==> config.mk <==
export PLATFORM = sky130hd
export DESIGN_NAME = fem_trig_gen
export DESIGN_NICKNAME = d
export VERILOG_FILES = /design/src/rtl/fem_trig_gen.sv
export SDC_FILE = /design/constraint.sdc
export NUM_CORES = 1
export LEC_CHECK = 0
export ABC_AREA = 1
export CORE_MARGIN = 1.5
export CORE_UTILIZATION = 51
export DETAILED_ROUTE_END_ITERATION = 8
export PLACE_DENSITY = 0.76
export SLEW_MARGIN = 25
export SYNTH_ARGS = -nofsm -noshare
export SYNTH_HDL_FRONTEND = slang
export SYNTH_SLANG_ARGS = --single-unit
==> constraint.sdc <==
create_clock -name CLK40 -period 4.15 [get_ports CLK40]
set_clock_uncertainty 0.05 [all_clocks]
set_input_delay 0.83 -clock CLK40 [delete_from_list [all_inputs] [get_ports CLK40]]
set_output_delay 0.83 -clock CLK40 [all_outputs]
set_load 0.05 [all_outputs]
==> src/rtl/fem_trig_gen.sv <==
`default_nettype none
// ============================================================================
// Module   : fem_trig_gen
// Purpose  : Internal FEM fast-command generator. Provides the BX counter with
//            per-orbit BC0, L1A bursts with match prescale, and RESYNC
//            sequencing. Define FEM_TRIG_RANDOM_EN for LFSR-driven L1A timing.
// Revision : 1.0  initial release
// ============================================================================
module fem_trig_gen #(
    parameter int ORBIT_LEN  = 3564,
    parameter int BC0_BX     = 0,
    parameter int RESYNC_GAP = 16
) (
    input  logic        CLK40,
    input  logic        RST,
    input  logic        ENABLE,
    input  logic        START,
    input  logic        RESYNC_REQ,
    input  logic [15:0] L1A_PERIOD,
    input  logic [3:0]  MATCH_EVERY,
    input  logic [15:0] BURST_CNT,
    output logic        FEM_L1A,
    output logic        FEM_L1A_MATCH,
    output logic        FEM_RESYNC,
    output logic        FEM_BC0,
    output logic [11:0] BX_CNT,
    output logic [23:0] L1A_CNT,
    output logic        BUSY,
    output logic        DONE
);

    typedef enum logic [1:0] {
        S_IDLE  = 2'd0,
        S_RUN   = 2'd1,
        S_DONE  = 2'd2,
        S_RSYNC = 2'd3
    } state_t;

    localparam logic [11:0] c_BX_LAST  = 12'(ORBIT_LEN - 1);
    localparam logic [11:0] c_BC0_BX   = 12'(BC0_BX);
    localparam logic [15:0] c_GAP_LAST = 16'(RESYNC_GAP - 1);

    state_t      r_state;
    state_t      r_ret_state;
    state_t      w_state_nxt;
    logic [15:0] r_period;
    logic [3:0]  r_match_every;
    logic [15:0] r_burst;
    logic [15:0] r_period_cnt;
    logic [3:0]  r_match_cnt;
    logic [15:0] r_gap_cnt;
    logic [11:0] r_bx;
    logic [23:0] r_l1a_cnt;
    logic        r_l1a;
    logic        r_match;
    logic        r_resync;
    logic        r_bc0;

    logic        w_start_acc;
    logic        w_rsync_enter;
    logic        w_rsync_exit;
    logic        w_issue;
    logic        w_due;
    logic        w_match_hit;
    logic        w_burst_done;
    logic [15:0] w_eff_period;

    assign w_eff_period = (L1A_PERIOD < 16'd2) ? 16'd2 : L1A_PERIOD;
    assign w_match_hit  = (r_match_every <= 4'd1) || ((r_match_cnt + 4'd1) == r_match_every);
    assign w_burst_done = (r_burst != 16'd0) && (r_l1a_cnt == {8'd0, r_burst});

`ifdef FEM_TRIG_RANDOM_EN
    logic [15:0] r_lfsr;
    logic        r_holdoff;

    // r_period holds the raw rate threshold in this mode
    assign w_due = (r_lfsr < r_period) && !r_holdoff;

    always_ff @(posedge CLK40 or posedge RST) begin
        if (RST) begin
            r_lfsr    <= 16'hACE1;
            r_holdoff <= 1'b0;
        end else begin
            r_lfsr    <= {r_lfsr[14:0], r_lfsr[15] ^ r_lfsr[13] ^ r_lfsr[12] ^ r_lfsr[10]};
            r_holdoff <= w_issue;
        end
    end
`else
    assign w_due = (r_period_cnt <= 16'd1);
`endif

    always_comb begin
        w_state_nxt   = r_state;
        w_start_acc   = 1'b0;
        w_rsync_enter = 1'b0;
        w_rsync_exit  = 1'b0;
        w_issue       = 1'b0;
        case (r_state)
            S_IDLE: begin
                if (RESYNC_REQ)
                    w_rsync_enter = 1'b1;
                else if (START && ENABLE)
                    w_start_acc = 1'b1;
            end
            S_RUN: begin
                if (RESYNC_REQ)
                    w_rsync_enter = 1'b1;
                else if (!ENABLE)
                    w_state_nxt = S_IDLE;
                else if (w_burst_done)
                    w_state_nxt = S_DONE;
                else
                    w_issue = w_due;
            end
            S_DONE: begin
                if (RESYNC_REQ)
                    w_rsync_enter = 1'b1;
                else if (!ENABLE)
                    w_state_nxt = S_IDLE;
                else if (START)
                    w_start_acc = 1'b1;
            end
            S_RSYNC: begin
                if (r_gap_cnt == 16'd0) begin
                    w_rsync_exit = 1'b1;
                    w_state_nxt  = ENABLE ? r_ret_state : S_IDLE;
                end
            end
            default: w_state_nxt = S_IDLE;
        endcase
        if (w_rsync_enter)
            w_state_nxt = S_RSYNC;
        if (w_start_acc)
            w_state_nxt = S_RUN;
    end

    always_ff @(posedge CLK40 or posedge RST) begin
        if (RST) begin
            r_state       <= S_IDLE;
            r_ret_state   <= S_IDLE;
            r_period      <= '0;
            r_match_every <= '0;
            r_burst       <= '0;
            r_period_cnt  <= '0;
            r_match_cnt   <= '0;
            r_gap_cnt     <= '0;
            r_bx          <= '0;
            r_l1a_cnt     <= '0;
            r_l1a         <= 1'b0;
            r_match       <= 1'b0;
            r_resync      <= 1'b0;
            r_bc0         <= 1'b0;
        end else begin
            r_state  <= w_state_nxt;
            r_l1a    <= w_issue;
            r_match  <= w_issue && w_match_hit;
            r_resync <= w_rsync_enter;
            r_bc0    <= (r_bx == c_BC0_BX);

            if (w_rsync_enter || (r_bx == c_BX_LAST))
                r_bx <= '0;
            else
                r_bx <= r_bx + 12'd1;

            if (w_rsync_enter) begin
                r_ret_state <= r_state;
                r_gap_cnt   <= c_GAP_LAST;
            end else if ((r_state == S_RSYNC) && (r_gap_cnt != 16'd0)) begin
                r_gap_cnt <= r_gap_cnt - 16'd1;
            end

            if (w_start_acc) begin
`ifdef FEM_TRIG_RANDOM_EN
                r_period      <= L1A_PERIOD;
`else
                r_period      <= w_eff_period;
`endif
                r_match_every <= MATCH_EVERY;
                r_burst       <= BURST_CNT;
                r_match_cnt   <= '0;
            end else if (w_issue) begin
                r_match_cnt <= w_match_hit ? 4'd0 : (r_match_cnt + 4'd1);
            end

            if (w_start_acc || w_rsync_enter)
                r_l1a_cnt <= '0;
            else if (w_issue)
                r_l1a_cnt <= r_l1a_cnt + 24'd1;

            // The START cycle itself counts toward the first period, hence P-1
            if (w_start_acc)
                r_period_cnt <= w_eff_period - 16'd1;
            else if (w_issue || w_rsync_exit)
                r_period_cnt <= r_period;
            else if ((r_state == S_RUN) && (r_period_cnt != 16'd0))
                r_period_cnt <= r_period_cnt - 16'd1;
        end
    end

    assign FEM_L1A       = r_l1a;
    assign FEM_L1A_MATCH = r_match;
    assign FEM_RESYNC    = r_resync;
    assign FEM_BC0       = r_bc0;
    assign BX_CNT        = r_bx;
    assign L1A_CNT       = r_l1a_cnt;
    assign BUSY          = (r_state == S_RUN) || (r_state == S_RSYNC);
    assign DONE          = (r_state == S_DONE);

endmodule
`default_nettype wire

==> impl_metrics.py <==
metrics = {
    "outcome": {
        "status": "completed",
    },
    "die": {
        "rows": 42,
        "core_sq_mm": 0.0133,
        "die_height_um": 120,
        "fp.dieW_um": 120,
        "initial_core_util_pct": 52.4,
        "io_pins": 83,
        "die_area_sq_mm": 0.0144,
    },
    "power_and_ir_drop": {
        "vdd_drop_max_v": 0.000384,
        "p_per_area_mw_per_mm2": 559,
        "power_leakage_nw": 3.99,
    },
    "yosys": {
        "syn_area_sq_mm": 0.00696,
        "ys_ff_latch": 116,
        "synth_fp_nets": 1009,
        "ys_top_cells_by_count": "nand2_1 (247), nor2_1 (122), dfrtp_1 (116)",
        "avgSynthCellArea_sq_um": 7.25,
        "synth_top_area_cell": "dfrtp_1",
        "yosysTopAreaCellShare_pct": 41.7,
        "synth_warnings": 0,
        "ys.flop_type": "dfrtp_1",
        "synthCells": 960,
        "yosys-top-cells-area": "dfrtp_1 (42%), nand2_1 (13%), nor2_1 (6.6%)",
        "yosysMostFrequentCell": "nand2_1",
        "async_flop_share_pct": 100,
        "synth_edf_count": 0,
        "seq_area_frac_synth_pct": 41.7,
        "synthDistinctLibCells": 43,
    },
    "sta": {
        "setup_tns_ns": 0,
        "finalSetupViolCount": 0,
        "rsz0062_at_grt": "false",
        "timing.final.crit_share_pct": 69.2,
        "finalHoldViolCount": 0,
        "drv_slew": 0,
        "tightest_slew_ns": 0.593,
        "fmax_ghz": 0.348,
        "fin_crit_ns": 2.87,
        "relSlewSlack_pct": 60.5,
    },
    "cts": {
        "cts_buffer_depth": 2,
        "postCtsSetupBuffers": 0,
        "cts_resized": 0,
        "cts_root_buf": "clkbuf_16",
        "insertion_delay_ns": 0.42,
        "holdBufCountCts": 0,
        "cts_buffers": 17,
        "cts_tree": "done",
        "clkSinkCount": 116,
        "clk_pin_slew_ns": 0.05,
        "htree_levels": 4,
    },
    "cells_and_area": {
        "area_delta_synth_final_pct": 23.3,
        "diodes": 0,
        "finalNonFillerCells": 1234,
        "drive_gt1_share_pct": 10.1,
        "nNetsFinal": 1094,
    },
    "global_route": {
        "overflow": 0,
        "grt_pass1_wl_um": 29100,
        "grt_start_max_net_pins": 55,
        "grt_usage_pct": 25.4,
        "antenna_found_initial": 0,
        "first_global_vias": 6110,
    },
    "worst_setup_path": {
        "cp-start-kind": "primary input",
        "required_ns": 4.40,
        "r2r_slack_ns": 1.73,
        "path_max_fanout": 4,
        "crit_type": "primary input to register",
        "crit_arrival_ns": 3.13,
        "cp-end-kind": "register",
    },
    "detailed_routing": {
        "vias_per_cell": 5.29,
        "vias": 6534,
        "wl_um": 17000,
        "ant_nets": 0,
        "drtIter0Drc": 550,
        "wl_per_cell_um": 13.8,
        "first_pass_iters": 6,
        "drcViolationCount": 0,
    },
    "placed_design": {
        "gp_congestion": 0.885,
        "dpl.cell_count": 1202,
        "io_buffers": 82,
        "hpwlAfterDp_um": 12100,
    },
    "min_path": {
        "min_path_type": "register to register",
    },
    "job": {
        "drv_cap": 0,
    },
}
[power by group]
| group | internal [mW] | total, mW | switching (mW) |
|---|---|---|---|
| clock | 1.09 | 1.63 | 0.537 |
| combinational | 0.536 | 1.50 | 0.969 |
| sequential | 1.44 | 1.66 | 0.225 |
| total | 3.07 | 4.80 | 1.73 |
[layer usage]
| layer | GRT usage (%) | up-vias | share of wire (%) |
|---|---|---|---|
| met5 | 0 | - | 0 |
| met4 | 8.78 | 0 | 2.2 |
| met3 | 5.99 | 36 | 6.0 |
| met2 | 39.4 | 215 | 46 |
| met1 | 35.0 | 3022 | 46 |
| li1 | - | 3261 | - |
[critical path, stage by stage]
cell and delay (ns):
clkdlybuf4s50_1 0.48, nor2_1 0.21, nand2_1 0.08, nor2_1 0.16
nand2_1 0.14, nand2_1 0.09, ha_1 0.20, nand2_1 0.13
nor2_1 0.25, nand3_1 0.14, o21ai_0 0.19, o21ai_1 0.10
nor2_1 0.09, nor2_1 0.05
[final timing paths]
| path | to | startpoint | cells past startpoint |
|---|---|---|---|
| min in group asynchronous | L1A_CNT[16]$_DFFE_PP0P_ | RST | 2 |
| hold / removal | r_period[13]$_DFFE_PP0P_ | r_period[13]$_DFFE_PP0P_ | 2 |
| max in group asynchronous | r_gap_cnt[14]$_DFFE_PP0P_ | RST | 3 |
| setup reg to reg | r_period_cnt[14]$_DFFE_PP0P_ | r_period_cnt[0]$_DFFE_PP0P_ | 12 |
| setup / recovery | r_period_cnt[12]$_DFFE_PP0P_ | L1A_PERIOD[12] | 14 |
| hold reg to reg | r_period[13]$_DFFE_PP0P_ | r_period[13]$_DFFE_PP0P_ | 2 |
[metrics by stage]
stage                     power, mW  cell area, sq um  hold slack (ns)  util [%]  setup slack [ns]
after detailed placement       3.17              7930            0.409      59.6             0.942
after floorplan                2.80              6960            0.389         -             0.198
after global placement         3.13              7930            0.412      59.6              1.03
after CTS                      4.82              8590            0.435      64.6              1.33
after global routing           5.15              8590            0.458      64.6              1.01
final                          4.80              8590            0.432      64.6              1.28
[cell usage in the layout (no fill, tap or decap), types with 18 or more instances in the layout]
master / instances
clkdlybuf4s50_1: 82
a21oi_1: 42
xor2_1: 18
nand3_1: 50
nor3_1: 22
nor2_1: 122
inv_1: 106
dfrtp_1: 116
nand2_1: 247
o21ai_0: 80
[state kept, by name, summed over array words and instances (netlist names)]
signal / cells
r_state: 2
FEM_L1A: 1
r_gap_cnt: 16
r_match_every: 4
BX_CNT: 12
r_period: 16
FEM_BC0: 1
r_period_cnt: 16
FEM_L1A_MATCH: 1
r_ret_state: 2
FEM_RESYNC: 1
r_match_cnt: 4
L1A_CNT: 24
r_burst: 16
[kinds of logic after synthesis]
family | count (synthesis) | share of synthesized area, %
and+or+nand+nor | 520 | 34.2
AOI/OAI and AO/OA | 150 | 11.4
buffers and inverters | 144 | 8.52
DFF | 116 | 41.7
xor gates and xnor gates | 22 | 2.77
adders and majority gates | 8 | 1.44
[final cells by class]
| cell class | instances | area (sq um) |
|---|---|---|
| clock buffers | 19 | 453 |
| clock inverters | 13 | 204 |
| fillers | 1135 | 4710 |
| inverters | 122 | 460 |
| multi-input cells | 700 | 3470 |
| flip-flops and latches | 116 | 2900 |
| well taps | 176 | 220 |
| repair buffers | 88 | 878 |
(Power assumes the default switching activity.)
